[src/rtl/lmem_decode_sched.sv]
//==============================================================================
// Module   : lmem_decode_sched
// Function : Phase sequencer for the layered LDPC decoder LLR memory:
//            channel load, per-layer read/write sweeps, early exit, unload.
// Revision : 1.0
//==============================================================================
`default_nettype none

module lmem_decode_sched #(
    parameter int ADDRDEPTH    = 20,
    parameter int ADDRESSWIDTH = 5,
    parameter int LAYERS       = 2,
    parameter int LOADDEPTH    = 16,
    parameter int UNLOADDEPTH  = 17,
    parameter int PIPESTAGES   = 15,
    parameter int UNLOAD_LAT   = 1,
    parameter int MAXITRS      = 10,
    parameter int ITRWIDTH     = 4
) (
    input  logic                    clk,
    input  logic                    rst,
    input  logic                    start,
    input  logic                    load_valid,
    input  logic                    parity_ok,
    output logic                    load_ready,
    output logic                    loaden,
    output logic                    rd_en,
    output logic [ADDRESSWIDTH-1:0] rd_address,
    output logic                    rd_layer,
    output logic                    wr_en,
    output logic                    wr_layer,
    output logic                    firstprocessing_indicate,
    output logic                    unload_en,
    output logic [ADDRESSWIDTH-1:0] unloadAddress,
    output logic                    hd_valid,
    output logic                    busy,
    output logic                    done,
    output logic [ITRWIDTH-1:0]     itr_used
);

    typedef enum logic [2:0] {
        S_IDLE       = 3'd0,
        S_LOAD       = 3'd1,
        S_PROC_RD    = 3'd2,
        S_PROC_DRAIN = 3'd3,
        S_ITR_CHK    = 3'd4,
        S_UNLOAD     = 3'd5,
        S_DONE       = 3'd6
    } state_t;

    // One phase counter is shared by every state, so size it for the longest phase
    localparam int c_M1      = (ADDRDEPTH > LOADDEPTH) ? ADDRDEPTH : LOADDEPTH;
    localparam int c_M2      = (c_M1 > UNLOADDEPTH) ? c_M1 : UNLOADDEPTH;
    localparam int c_M3      = (c_M2 > PIPESTAGES) ? c_M2 : PIPESTAGES;
    localparam int c_CNT_MAX = (c_M3 > UNLOAD_LAT) ? c_M3 : UNLOAD_LAT;
    localparam int c_CNT_W   = $clog2(c_CNT_MAX + 1);
    localparam int c_LAYER_W = (LAYERS > 1) ? $clog2(LAYERS) : 1;

    localparam logic [c_CNT_W-1:0]   c_LOAD_LAST   = c_CNT_W'(LOADDEPTH - 1);
    localparam logic [c_CNT_W-1:0]   c_RD_LAST     = c_CNT_W'(ADDRDEPTH - 1);
    localparam logic [c_CNT_W-1:0]   c_DRAIN_LAST  = c_CNT_W'(PIPESTAGES - 1);
    localparam logic [c_CNT_W-1:0]   c_UNLOAD_LAST = c_CNT_W'(UNLOADDEPTH - 1);
    localparam logic [c_CNT_W-1:0]   c_LAT_LAST    = c_CNT_W'(UNLOAD_LAT - 1);
    localparam logic [c_LAYER_W-1:0] c_LAYER_LAST  = c_LAYER_W'(LAYERS - 1);
    localparam logic [ITRWIDTH-1:0]  c_ITR_LAST    = ITRWIDTH'(MAXITRS - 1);

    state_t                  r_state, w_state_nxt;
    logic [c_CNT_W-1:0]      r_cnt, w_cnt_nxt;
    logic [c_LAYER_W-1:0]    r_layer, w_layer_nxt;
    logic [ITRWIDTH-1:0]     r_itr, w_itr_nxt;
    logic [ITRWIDTH-1:0]     r_itr_used, w_itr_used_nxt;
    logic                    w_done_nxt;

    logic                    r_load_ready;
    logic                    r_rd_en;
    logic [ADDRESSWIDTH-1:0] r_rd_address;
    logic                    r_rd_layer;
    logic                    r_fpi;
    logic                    r_unload_en;
    logic [ADDRESSWIDTH-1:0] r_unload_address;
    logic                    r_busy;
    logic                    r_done;

    logic [PIPESTAGES-1:0]   r_wr_pipe, w_wr_pipe_nxt;
    logic [PIPESTAGES-1:0]   r_wl_pipe, w_wl_pipe_nxt;
    logic [UNLOAD_LAT-1:0]   r_hd_pipe, w_hd_pipe_nxt;

    always_ff @(posedge clk or posedge rst) begin
        if (rst) begin
            r_state    <= S_IDLE;
            r_cnt      <= '0;
            r_layer    <= '0;
            r_itr      <= '0;
            r_itr_used <= '0;
        end else begin
            r_state    <= w_state_nxt;
            r_cnt      <= w_cnt_nxt;
            r_layer    <= w_layer_nxt;
            r_itr      <= w_itr_nxt;
            r_itr_used <= w_itr_used_nxt;
        end
    end

    always_comb begin
        w_state_nxt    = r_state;
        w_cnt_nxt      = r_cnt;
        w_layer_nxt    = r_layer;
        w_itr_nxt      = r_itr;
        w_itr_used_nxt = r_itr_used;
        w_done_nxt     = 1'b0;
        case (r_state)
            S_IDLE: begin
                if (start) begin
                    w_state_nxt    = S_LOAD;
                    w_cnt_nxt      = '0;
                    w_layer_nxt    = '0;
                    w_itr_nxt      = '0;
                    w_itr_used_nxt = '0;
                end
            end
            S_LOAD: begin
                if (load_valid) begin
                    if (r_cnt == c_LOAD_LAST) begin
                        w_state_nxt = S_PROC_RD;
                        w_cnt_nxt   = '0;
                        w_layer_nxt = '0;
                        w_itr_nxt   = '0;
                    end else begin
                        w_cnt_nxt = r_cnt + c_CNT_W'(1);
                    end
                end
            end
            S_PROC_RD: begin
                if (r_cnt == c_RD_LAST) begin
                    w_state_nxt = S_PROC_DRAIN;
                    w_cnt_nxt   = '0;
                end else begin
                    w_cnt_nxt = r_cnt + c_CNT_W'(1);
                end
            end
            S_PROC_DRAIN: begin
                // Drain lasts exactly the pipeline depth, so the layer's last write
                // issues in the final drain cycle and never overlaps the next read.
                if (r_cnt == c_DRAIN_LAST) begin
                    w_cnt_nxt = '0;
                    if (r_layer != c_LAYER_LAST) begin
                        w_layer_nxt = r_layer + c_LAYER_W'(1);
                        w_state_nxt = S_PROC_RD;
                    end else begin
                        w_state_nxt = S_ITR_CHK;
                    end
                end else begin
                    w_cnt_nxt = r_cnt + c_CNT_W'(1);
                end
            end
            S_ITR_CHK: begin
                w_cnt_nxt = '0;
                if (parity_ok || (r_itr == c_ITR_LAST)) begin
                    w_state_nxt    = S_UNLOAD;
                    w_itr_used_nxt = r_itr + ITRWIDTH'(1);
                end else begin
                    w_state_nxt = S_PROC_RD;
                    w_itr_nxt   = r_itr + ITRWIDTH'(1);
                    w_layer_nxt = '0;
                end
            end
            S_UNLOAD: begin
                if (r_cnt == c_UNLOAD_LAST) begin
                    w_state_nxt = S_DONE;
                    w_cnt_nxt   = '0;
                end else begin
                    w_cnt_nxt = r_cnt + c_CNT_W'(1);
                end
            end
            S_DONE: begin
                if (r_cnt == c_LAT_LAST) begin
                    w_state_nxt = S_IDLE;
                    w_cnt_nxt   = '0;
                    w_done_nxt  = 1'b1;
                end else begin
                    w_cnt_nxt = r_cnt + c_CNT_W'(1);
                end
            end
            default: begin
                w_state_nxt = S_IDLE;
                w_cnt_nxt   = '0;
            end
        endcase
    end

    generate
        if (PIPESTAGES > 1) begin : g_wr_pipe_multi
            assign w_wr_pipe_nxt = {r_wr_pipe[PIPESTAGES-2:0], r_rd_en};
            assign w_wl_pipe_nxt = {r_wl_pipe[PIPESTAGES-2:0], r_rd_layer};
        end else begin : g_wr_pipe_single
            assign w_wr_pipe_nxt = r_rd_en;
            assign w_wl_pipe_nxt = r_rd_layer;
        end
        if (UNLOAD_LAT > 1) begin : g_hd_pipe_multi
            assign w_hd_pipe_nxt = {r_hd_pipe[UNLOAD_LAT-2:0], r_unload_en};
        end else begin : g_hd_pipe_single
            assign w_hd_pipe_nxt = r_unload_en;
        end
    endgenerate

    // Outputs are registered from next-state values so they align with the state
    always_ff @(posedge clk or posedge rst) begin
        if (rst) begin
            r_load_ready     <= 1'b0;
            r_rd_en          <= 1'b0;
            r_rd_address     <= '0;
            r_rd_layer       <= 1'b0;
            r_fpi            <= 1'b0;
            r_unload_en      <= 1'b0;
            r_unload_address <= '0;
            r_busy           <= 1'b0;
            r_done           <= 1'b0;
            r_wr_pipe        <= '0;
            r_wl_pipe        <= '0;
            r_hd_pipe        <= '0;
        end else begin
            r_load_ready     <= (w_state_nxt == S_LOAD);
            r_rd_en          <= (w_state_nxt == S_PROC_RD);
            r_rd_address     <= (w_state_nxt == S_PROC_RD) ? ADDRESSWIDTH'(w_cnt_nxt) : '0;
            r_rd_layer       <= w_layer_nxt[0];
            r_fpi            <= ((w_state_nxt == S_PROC_RD) | w_wr_pipe_nxt[PIPESTAGES-1])
                                & (w_itr_nxt == '0);
            r_unload_en      <= (w_state_nxt == S_UNLOAD);
            r_unload_address <= (w_state_nxt == S_UNLOAD) ? ADDRESSWIDTH'(w_cnt_nxt) : '0;
            r_busy           <= (w_state_nxt != S_IDLE);
            r_done           <= w_done_nxt;
            r_wr_pipe        <= w_wr_pipe_nxt;
            r_wl_pipe        <= w_wl_pipe_nxt;
            r_hd_pipe        <= w_hd_pipe_nxt;
        end
    end

    assign load_ready               = r_load_ready;
    assign loaden                   = r_load_ready & load_valid;
    assign rd_en                    = r_rd_en;
    assign rd_address               = r_rd_address;
    assign rd_layer                 = r_rd_layer;
    assign wr_en                    = r_wr_pipe[PIPESTAGES-1];
    assign wr_layer                 = r_wl_pipe[PIPESTAGES-1];
    assign firstprocessing_indicate = r_fpi;
    assign unload_en                = r_unload_en;
    assign unloadAddress            = r_unload_address;
    assign hd_valid                 = r_hd_pipe[UNLOAD_LAT-1];
    assign busy                     = r_busy;
    assign done                     = r_done;
    assign itr_used                 = r_itr_used;

endmodule

`default_nettype wire

[config.mk]
export PLATFORM = sky130hd
export DESIGN_NAME = lmem_decode_sched
export DESIGN_NICKNAME = d
export VERILOG_FILES = /design/src/rtl/lmem_decode_sched.sv
export SDC_FILE = /design/constraint.sdc
export NUM_CORES = 1
export LEC_CHECK = 0
export CORE_ASPECT_RATIO = 1.75
export CORE_MARGIN = 4
export CORE_UTILIZATION = 40
export DETAILED_ROUTE_END_ITERATION = 8
export GPL_TIMING_DRIVEN = 0
export SYNTH_ARGS = -nofsm -noshare
export SYNTH_HDL_FRONTEND = slang
export SYNTH_SLANG_ARGS = --single-unit
[constraint.sdc]
create_clock -name clk -period 2.3 [get_ports clk]
set_input_delay 0.69 -clock clk [delete_from_list [all_inputs] [get_ports clk]]
set_output_delay 0.69 -clock clk [all_outputs]
set_load 0.05 [all_outputs]
=== Yosys cells after proc, flatten, opt, wreduce, memory -nomap -nowiden ===
Index checks and enable logic that the tools add are counted.

* Word-level logic and storage cells: 88
* Input port bits: 5
* Output and inout port bits: 25
* Bits in registers: 64

* Reduce and logical (&&, ||, !) cells: 9
* Bitwise gates (word level): 3
* Add/subtract/negate cells: 3
* Eq/ne operators: 20
* Multiplexer cells: 37

{| class="wikitable"
|+ Operators with widths
! operator !! number
|-
| two-way mux 5 bit || 9
|-
| one-hot mux 5 bit (6 select lines) || 1
|-
| two-way mux 3 bit || 9
|-
| two-way mux 4 bit || 6
|-
| one-hot mux 3 bit (7 select lines) || 1
|-
| == test 3 bit, second input constant || 4
|-
| != test 2 bit, second input constant || 6
|-
| one-hot mux 4 bit (3 select lines) || 1
|-
| == test 5 x 4 -> 1 bit, second input constant || 2
|-
| == test 5 bit, second input constant || 2
|-
| == test 3 x 2 -> 1 bit, second input constant || 3
|-
| two-way mux 1 bit || 8
|-
| one-hot mux 4 bit (2 select lines) || 1
|-
| == test 3 x 1 -> 1 bit, second input constant || 2
|-
| AND reduction 6 bit || 1
|-
| adder 5 x 1 -> 5 bit, second input constant || 1
|-
| zero test 5 bit || 1
|-
| adder 4 x 1 -> 4 bit, second input constant || 1
|-
| == test 4 bit, second input constant || 1
|-
| zero test 4 bit || 1
|-
| one-hot mux 1 bit (4 select lines) || 1
|-
| nonzero test 4 bit || 1
|-
| zero test 3 bit || 1
|-
| AND reduction 3 bit || 1
|-
| 6 further kinds || 7
|}

=== Depth between registers and ports, before layout ===
Gate-level depths: netlist (run 1).

* Depth in word-level cells: 7
* Mapped depth: 9
* Depth with buffers taken out: 9

=== Least setup slack after synthesis (run 1) ===
Ideal clock, no wire load.

* Path kind: flip-flop to flip-flop
* Start point: register r_cnt[0]
* End point: register r_busy (netlist: busy)
* Clock period less this slack: 2.109 ns
* Cell stages (with the launch flop): 8
* Data required time: 2.169 ns
* Setup time: 0.131 ns
* Path slack: 0.191 ns
* Arrival time: 1.977 ns
* Path buffers: 0
* Cells stage by stage: dfrtp_1 inv_1 ha_1 or4b_4 nor2b_4 nor4b_4 inv_2 or3_1

* Cells in the longest elaborated chain, start to end: 5
* Elaborated cells between the ends (all ways): 13
* Classes of those cells: eq/ne: 4; mux: 7; reduce/logical: 2

{| class="wikitable"
|+ RTL lines
! what !! RTL line !! RTL
|-
| start, declared || 68 || <nowiki>logic [c_CNT_W-1:0] r_cnt, w_cnt_nxt;</nowiki>
|-
| start signal, assigned || 97 || <nowiki>r_cnt <= w_cnt_nxt;</nowiki>
|-
| == test 5 x 4 -> 1 bit || 123 || <nowiki>if (r_cnt == c_LOAD_LAST) begin</nowiki>
|-
| two-way mux 3 bit || 123 ||
|-
| two-way mux 3 bit || 122 || <nowiki>if (load_valid) begin</nowiki>
|-
| one-hot mux 3 bit (7 select lines) (*) || 111 || <nowiki>case (r_state)</nowiki>
|-
| via w_state_nxt[1] || 67 || <nowiki>state_t r_state, w_state_nxt;</nowiki>
|-
| nonzero test 3 bit (*) || 230 || <nowiki>r_busy <= (w_state_nxt != S_IDLE);</nowiki>
|-
| end signal, assigned || 230 ||
|-
| end, declared || 81 || <nowiki>logic r_busy;</nowiki>
|}

The timed path passes the listed nets; every way through them passes the cells marked *.
A chain may end at the register's enable or synchronous reset.

=== Worst setup path in the final report (run 1) ===
* Start point: input parity_ok
* End point: register r_busy (netlist: busy)

* Cells in the longest elaborated chain, start to end: 4

{| class="wikitable"
|+ RTL lines
! what !! RTL line !! RTL
|-
| start, declared || 24 || <nowiki>input logic parity_ok,</nowiki>
|-
| logical OR 1 bit || 158 || <nowiki>if (parity_ok || (r_itr == c_ITR_LAST)) begin</nowiki>
|-
| two-way mux 3 bit || 158 ||
|-
| one-hot mux 3 bit (7 select lines) || 111 ||
|-
| via w_state_nxt[2] || 67 ||
|-
| nonzero test 3 bit || 230 ||
|}

The timed path passes the listed nets, and every way through them passes these cells.

==> results of run 1 <==
## per-layer routing
layer / part of all wire, % / vias to the layer above / track usage (%)
met5: 0 / - / 0
met4: 4.3 / 0 / 9.766
met3: 3.7 / 19 / 5.697
met2: 54 / 40 / 25.85
met1: 38 / 857 / 17.58
li1: - / 830 / -
## how the worst max path moves through the flow
stage                    start                        to  slack (ns)  cells after the start
floorplan                  rst                      busy        0.01                      1
global placement           rst                      done       -0.95                      2
detailed placement  load_valid                    loaden       -0.62                      3
CTS                   r_cnt[0]  firstprocessing_indicate       -0.03                     10
global route          r_cnt[1]  firstprocessing_indicate       -0.03                     10
finish               parity_ok                      busy        0.01                      4
## registers in the layout, summed over array words and instances, names as in the netlist, 3 cells and up
register,cells
itr_used,4
r_cnt,5
r_itr,4
r_state,3
r_wl_pipe,15
r_wr_pipe,15
rd_address,5
unloadAddress,5
## layout make-up
type                    count  area share (%)
flip-flops and latches     64           49.05
multi-input cells         129           28.69
repair buffers             35           10.47
clock buffers              13           5.157
well taps                  80           3.056
inverters                  11           1.261
plain buffers               7           1.184
clock inverters             2           1.146
## cells in the mapped netlist (3+ instances only)
cell type	n	share of area, %
sky130_fd_sc_hd__dfrtp_1	64	62
sky130_fd_sc_hd__nand2_1	17	2.5
sky130_fd_sc_hd__nor2_1	16	2.3
sky130_fd_sc_hd__inv_1	10	1.5
sky130_fd_sc_hd__ha_1	7	3.4
sky130_fd_sc_hd__o21ai_0	7	1.4
sky130_fd_sc_hd__nand3_1	5	0.97
sky130_fd_sc_hd__a21o_1	4	1.2
sky130_fd_sc_hd__and2_1	4	0.97
sky130_fd_sc_hd__clkbuf_1	4	0.58
sky130_fd_sc_hd__nor2b_1	4	0.97
sky130_fd_sc_hd__nor3_1	4	0.77
sky130_fd_sc_hd__o31ai_1	4	1.2
sky130_fd_sc_hd__a21oi_1	3	0.58
sky130_fd_sc_hd__a22oi_1	3	0.87
sky130_fd_sc_hd__nand2b_1	3	0.73
sky130_fd_sc_hd__nand3b_1	3	0.87
sky130_fd_sc_hd__or3_1	3	0.73
## power groups by stage
| stage | registers (mW) | logic, mW | clock network (mW) |
|---|---|---|---|
| 2_1_floorplan | 1.89 | 0.560 | 0 |
| 3_3_place_gp | 1.65 | 1.17 | 0 |
| 3_5_place_dp | 1.66 | 1.17 | 0 |
| 4_1_cts | 1.65 | 1.19 | 1.01 |
| 5_1_grt | 1.71 | 1.32 | 1.07 |
| 6_report | 1.66 | 1.21 | 0.969 |
## logic make-up (layout without fill, tap and decap cells)
kind of cell             count (synthesis)  after routing  share of synthesized area (%)
buffers and inverters                   19             68                          3.141
multiplexers                             2              2                         0.8699
adder cells (fa/ha/maj)                  7              7                          3.383
AND/OR/NAND/NOR                         78             78                          18.46
XOR/XNOR                                 2              2                         0.6768
AO/OA/AOI/OAI                           40             40                          11.60
flip-flops                              64             64                          61.87
## worst max-delay path, stage by stage
cell,delay (ns)
sky130_fd_sc_hd__clkdlybuf4s50_1,0.54
sky130_fd_sc_hd__or3_1,0.44
sky130_fd_sc_hd__a221o_1,0.41
sky130_fd_sc_hd__or3_1,0.41
## stage by stage
step	setup WS, ns	instances	power [mW]	util, %
2_1_floorplan	0.01190	212	2.453	-
3_3_place_gp	-0.9512	321	2.820	47.83
3_5_place_dp	-0.6213	322	2.835	48.15
4_1_cts	-0.02851	338	3.847	51.71
5_1_grt	-0.03376	341	4.095	52.59
6_report	0.01434	341	3.845	52.59
## what timing repair did
action / 4_1_cts / 5_1_grt
setup buffers: 1 / 4
gates resized for setup: 10 / 11
pin swaps: 1 / 3
endpoints found under the setup margin: 5 / 5
cloned: 0 / 0
==> results, run 1 <==
- The flow ran to the end, and the final reports show no timing, DRC or antenna violations.
- Detailed placement finished with a half-perimeter wire length of roughly 3800 um.
- Global routing consumed, over all layers together, 16.08% of the routing resources.
- Sequential cells burn between 40% and 50% of the power.
- In the layout the commonest cells are sky130_fd_sc_hd__dfrtp_1, sky130_fd_sc_hd__clkdlybuf4s50_1, sky130_fd_sc_hd__nand2_1, sky130_fd_sc_hd__nor2_1, sky130_fd_sc_hd__clkbuf_8.
- The placed instances occupy a cell area of around 3000 um^2.
- Synthesis instantiated 55 different standard cells from the library.
- The endpoint required time on the critical path is between 2 and 3 ns.
- Of the synthesized area, sequential elements account for about three fifths.
- The finished cells cover between 3000 and 4000 um^2.
- For this run, the leading register cell type out of synthesis is sky130_fd_sc_hd__dfrtp_1.
- Dividing the final minimum period by the clock period gives a little under 100%.
- The tool flagged a number of max-cap violations equal to 0.
- Counting every sink on the clock net gives 64.
- The final number of max-transition violations came to 0.
- The wire length of the first global-routing pass is just over 9000 um.
- The Yosys step of the flow raised 0 warnings.
- The initial antenna violation count is 0.
- In this run the power density over the cells is around 1200 nW/um^2.
- The mapped netlist covers ~2600 um^2.
- In the routed design, unresolved DRC markers number 0.
- Counting instances, the worst hold path has a depth of 0.
- The number of synthesized flops with an enable pin is 0.
- For this block, the initial DRC count from the detailed router was ~80.
- The pin count of the biggest net entering global routing is 34.
- The number of hold-repair buffers added at the cts stage is 0.
- Cells with a size suffix above 1 make up approximately 18% of the layout.
- In this run the critical register-to-register path is launched from r_itr[0].
- The clock insertion delay at the later pin of the skew report is ~0.33 ns.
- The clock-pin slew reported for the worst setup and hold paths after clock tree synthesis is 0.06 ns.
- The number of cells traversed by the worst register-to-register path is 5.
- In this run, synthesis produced a sequential element count of 64.
- The worst hold path belongs to the class reg -> reg.
- The analysis attributes to net switching a power of 1.303 mW.
- The library cell used most frequently in the layout, excluding fill and tap cells, is sky130_fd_sc_hd__dfrtp_1.
- At the worst endpoint, the arrival time is ~2.5 ns.
- The internal power consumption is around 2.5 mW.
- The critical path startpoint category is an input pin.
- For hold timing, the worst endpoint is r_wr_pipe[9].
- The filler cells instantiated in the layout total between 500 and 600.
- The count of boundary I/O pins is 30.
- TritonCTS created 9 clock buffers.
- In this run the clock root is driven by a sky130_fd_sc_hd__clkbuf_8.
- Setup repair after global routing could not meet its margin everywhere.
- The critical hold path startpoint is r_wr_pipe[8].
- The multi-input combinational cells in the finished layout cover a total of 939.7 um^2.
- IR analysis of the VDD net gives a maximum drop of between 700 and 800 uV.
- The peak fanout along the critical path is 5.
- The port buffer count is 29.
- For this design the static power due to leakage is about 1.4 nW.
- The total number of H-tree levels is 3.
- The worst hold slack is 0.3473 ns.
- The type of the setup path with the least slack is in -> reg.
- The number of antenna repair diodes is 0.
- Dividing the detail-routed wire length by the instance count gives 15.67 um.
- Synthesis produced a netlist with a net count of 224.
- Setup violations remaining at the end of the flow were counted as 0.
- Row generation in the floorplan step produced 38 rows.
- The count of nets left with antenna violations after detail routing is 0.
- Across all register-to-register paths, the minimum setup slack is roughly 0.080 ns.
- The region available for standard cell placement spans just over 6000 um^2.
- The combinational cell fraction of total power is roughly a third.
- The layout overhead on the synthesized area is 26.53%.
- The hold violation total from the final report is 0.
- Derived from the worst setup path, the maximum achievable clock frequency is 437.5 MHz.
- The die is ~69 um wide.
- The initial utilization of the core area, before any placement, comes to approximately two fifths.
- The capture instance of the worst register-to-register path is busy.
- The sequential cells in the finished layout cover a total of between 1500 and 2000 um^2.
- The endpoint class of the critical path is a flip-flop.
- The number of instances in the synthesized netlist is about 210.
- The global placer's final weighted congestion is 0.8759.
- For the finished layout, the period the worst path requires is ~2.3 ns.
- The worst-margin pin slew is around 0.65 ns.
- The overall die height is around 110 um.
- The number of global-route vias before repair was around 1900.
- Setup total negative slack on the finished layout was measured at 0 ns.
- The share of total power dissipated in the clock network is around a quarter.
- The proportion of synthesized flip-flops having asynchronous set or reset is 100.0%.
- The via count is around 1700.
- The die outline area is around 7900 um^2.
- In this run switching power makes up 33.89% of total power.
- For this run, the detailed router's first-pass iteration total came to 4.
- Counting along the longest clock path gives a buffer depth of 2.
- The worst clock skew on the final layout is between 0.005 and 0.006 ns.
- A synthesized cell averages roughly 12 um^2.
- Dividing the detail-routed via count by the number of cells gives between 5 and 6.
- At the end of the flow, the number of nets in the layout was approximately 270.
- TritonCTS built the clock tree.
- Wires add up to 5343 um.
- Measured against its own limit, the worst slew margin works out to between 50% and 60%.
- The overflow left after global routing is 0.
Note: power is estimated with default switching activity, not from simulation.
==> run 2, diff against run 1 <==
Settings changed: ABC_AREA from default to 0, GPL_ROUTABILITY_DRIVEN from default to 0.
==> run 2 against run 1 <==
Net effect: fmax is 3.3% higher; via count shrank 0.11%; setup slack gained 0.074 ns; clock power is 8.0% lower; hold slack improved by 0.0016 ns; sequential power barely moved; combinational power about the same; routed wire length fell by 4.2%; flip-flop and latch count is the same; die area unchanged; register-to-register slack hardly changed; highest routed layer unchanged.
==> results, run 2 (synthesis gave the netlist of run 1 again) <==
- In the layout the commonest cells are sky130_fd_sc_hd__dfrtp_1, sky130_fd_sc_hd__clkdlybuf4s50_1, sky130_fd_sc_hd__nand2_1, sky130_fd_sc_hd__nor2_1, sky130_fd_sc_hd__clkbuf_8.
- Entering global routing, the biggest net connects 35 pins.
- The routed wire length is 5119 um.
- The data arrival time at the worst-slack endpoint is 2.43 ns.
- The final number of max-transition violations was 0.
- Net switching is a little over a third of the power.
- Power spread over the standard cell area amounts to between 1000 and 1500 nW/um^2.
- The routed via count divided by cell count is 5.114.
- Relative to the synthesized area, the layout overhead comes to 25.76%.
- The hold violation total from the final report is 0.
- The most crowded layer after global routing is met2.
- The clock insertion delay at the later pin of the skew report is between 0.3 and 0.4 ns.
- For this run, the slowest stage of the critical path takes approximately 0.46 ns.
- The largest registers in the layout are r_wl_pipe x15, r_wr_pipe x15.
- The launch instance of the worst register-to-register path is r_cnt[0].
- In this run the critical register-to-register path is captured at firstprocessing_indicate.
- The number of clock sinks seen by CTS is 64.
- The reported max-cap violation count is 0.
- After layout, the worst path uses a little over nine tenths of the clock period.
- For this run, global-route usage on met2 was measured as approximately 25%.
- The post-detailed-placement half-perimeter wirelength is roughly 3700 um.
- Setup repair after global routing could not meet its margin everywhere.
- The die width is slightly below 70 um.
- Summing all non-filler instances in the final layout gives an area of ~3300 um^2.
- The worst pin sits at a relative slew slack of a little over half.
- The clock-pin slew reported for the worst setup and hold paths after clock tree synthesis is 0.07 ns.
- The clock share of power is 23.7%.
- The number of buffer and inverter instances along the worst setup path is 2.
- The number of hold-repair buffers added at the cts stage is 0.
- The number of antenna repair diodes is 0.
- The floorplan has 38 rows.
- The clock buffer count from CTS is 9.
- The highest ir drop seen on vdd is roughly 730 uV.
- The global router's overall resource usage is 15.28%.
- The run finished with clean final reports.
- The class of the tightest hold or removal check is reg -> reg.
- Registers take between 1500 and 2000 um^2.
- In this run the worst path has a maximum fanout of 5.
- Setup violations remaining at the end of the flow were counted as 0.
- For this run, global-route usage on met3 was measured as roughly 4.7%.
- Before antenna repair, the detailed router went through 4 iterations.
- The count of boundary I/O pins is 30.
- Sequential cells burn approximately 44% of the power.
- The internal power consumption is ~2.5 mW.
- The first global-routing pass estimated around 8600 um of wire.
- The most common cell after layout, fill and taps aside is sky130_fd_sc_hd__dfrtp_1.
- The type of the setup path with the least slack is reg -> reg.
- Combinational cells account for around a third of the total power.
- The number of filler instances in the final layout is roughly 560.
- The die covers roughly 7900 um^2.
- Once the floorplan was initialized, standard cells occupied around 42% of the core.
- After detailed routing, the number of remaining DRC violations is 0.
- The number of global-route vias before repair came to about 1700.
- The via count is roughly 1700.
- The worst-margin pin slew is 0.6846 ns.
- The worst clock skew on the final layout is between 0.007 and 0.008 ns.
- The count of nets left with antenna violations after detail routing is 0.
- The maximum buffer depth of the clock tree is 2.
- The critical hold path startpoint is r_wr_pipe[0].
- CTS built an H-tree with a depth of 3.
- The initial antenna violation count is 0.
- The setup slack of the worst register-to-register path is a little under 0.09 ns.
- The endpoint class of the critical path is a flip-flop.
- At the end of the flow, the number of nets in the layout was around 270.
- TritonCTS built the clock tree.
- The cell depth of the worst min-delay path is 0.
- The highest-delay cell along the critical path is sky130_fd_sc_hd__or4b_4.
- For this block, the initial DRC count from the detailed router was 83.
- The post-layout utilization of the core is 52.27%.
- The worst hold endpoint is r_wr_pipe[1].
- The critical path startpoint category is a flip-flop.
- Walking the worst path, the cells encountered are inv_2, ha_4, or4b_4, nor2b_4, nor4b_4, buf_4, nor3_4, o2111a_1.
- During placement, the flow inserted port buffers numbering 29.
- The final total negative setup slack is 0 ns.
- The overflow left after global routing is 0.
- In the global route stage, met1 resource usage came out at between 10% and 20%.
- The tightest hold path in the finished design has a slack of approximately 0.35 ns.
- The final routed wire length divided by cell count is about 15 um.
- The die is roughly 110 um tall.
- The tree is rooted in a sky130_fd_sc_hd__clkbuf_8.
- The number of cells traversed by the worst register-to-register path is 8.
- The multi-input combinational cells in the finished layout cover a total of about 940 um^2.
- After floorplanning, the core was sized to cover between 6000 and 7000 um^2.
- For the finished layout, the period the worst path requires is 2.212 ns.
- Summed over all cells, the static leakage comes to roughly 1.4 nW.
- Static timing analysis puts the maximum clock frequency at ~450 MHz.
- The endpoint required time on the critical path is between 2 and 3 ns.
- The ratio of cells with drive above 1 in the final layout is a little under a fifth.
- For this design the total switching power over the nets is between 1 and 1.5 mW.
- Summing all placed instances gives a cell area of approximately 3000 um^2.
- The gate family responsible for the most delay along the worst path is simple AND/OR/NAND/NOR gates.
[run 2: cell type report]
| cell class | count | share of cell area (%) |
|---|---|---|
| timing repair buffer | 34 | 10.38 |
| multi-input combinational | 129 | 28.98 |
| buffer | 7 | 1.191 |
| tap | 80 | 3.075 |
| inverter | 11 | 1.268 |
| sequential | 64 | 49.35 |
| clock inverter | 6 | 1.845 |
| clock buffer | 10 | 3.920 |
[run 2: through the flow]
| step | total power [mW] | cells | setup WS [ns] |
|---|---|---|---|
| 5_1_grt | 4.016 | 341 | -0.02384 |
| 3_5_place_dp | 2.827 | 322 | -0.6225 |
| 2_1_floorplan | 2.453 | 212 | 0.01190 |
| 4_1_cts | 3.761 | 338 | 0.001817 |
| 3_3_place_gp | 2.810 | 321 | -0.9680 |
| 6_report | 3.766 | 341 | 0.08795 |
[run 2: power groups by stage]
| stage | clock network, mW | registers [mW] | logic [mW] |
|---|---|---|---|
| 2_1_floorplan | 0 | 1.89 | 0.560 |
| 3_3_place_gp | 0 | 1.65 | 1.16 |
| 3_5_place_dp | 0 | 1.66 | 1.17 |
| 4_1_cts | 0.934 | 1.67 | 1.15 |
| 5_1_grt | 0.982 | 1.72 | 1.32 |
| 6_report | 0.891 | 1.67 | 1.21 |
[run 2: timing repair]
item / CTS / global route
buffers inserted: 1 / 3
resized for setup: 11 / 12
cloned: 0 / 0
pin swaps: 1 / 2
endpoints found under the setup margin: 5 / 3
[run 2: layer usage]
| layer | up-vias | part of all wire [%] |
|---|---|---|
| met5 | - | 0 |
| met2 | 46 | 54 |
| met1 | 854 | 39 |
| li1 | 829 | - |
| met4 | 0 | 2.9 |
| met3 | 15 | 4.6 |
[run 2: worst max-delay path by stage]
| stage | cells after the start | endpoint | from |
|---|---|---|---|
| after CTS | 10 | firstprocessing_indicate | r_cnt[0] |
| after detailed placement | 3 | loaden | load_valid |
| after global placement | 2 | r_wl_pipe[4] | rst |
| final | 8 | firstprocessing_indicate | r_cnt[0] |
| after global routing | 8 | firstprocessing_indicate | r_cnt[0] |
| after floorplan | 1 | busy | rst |
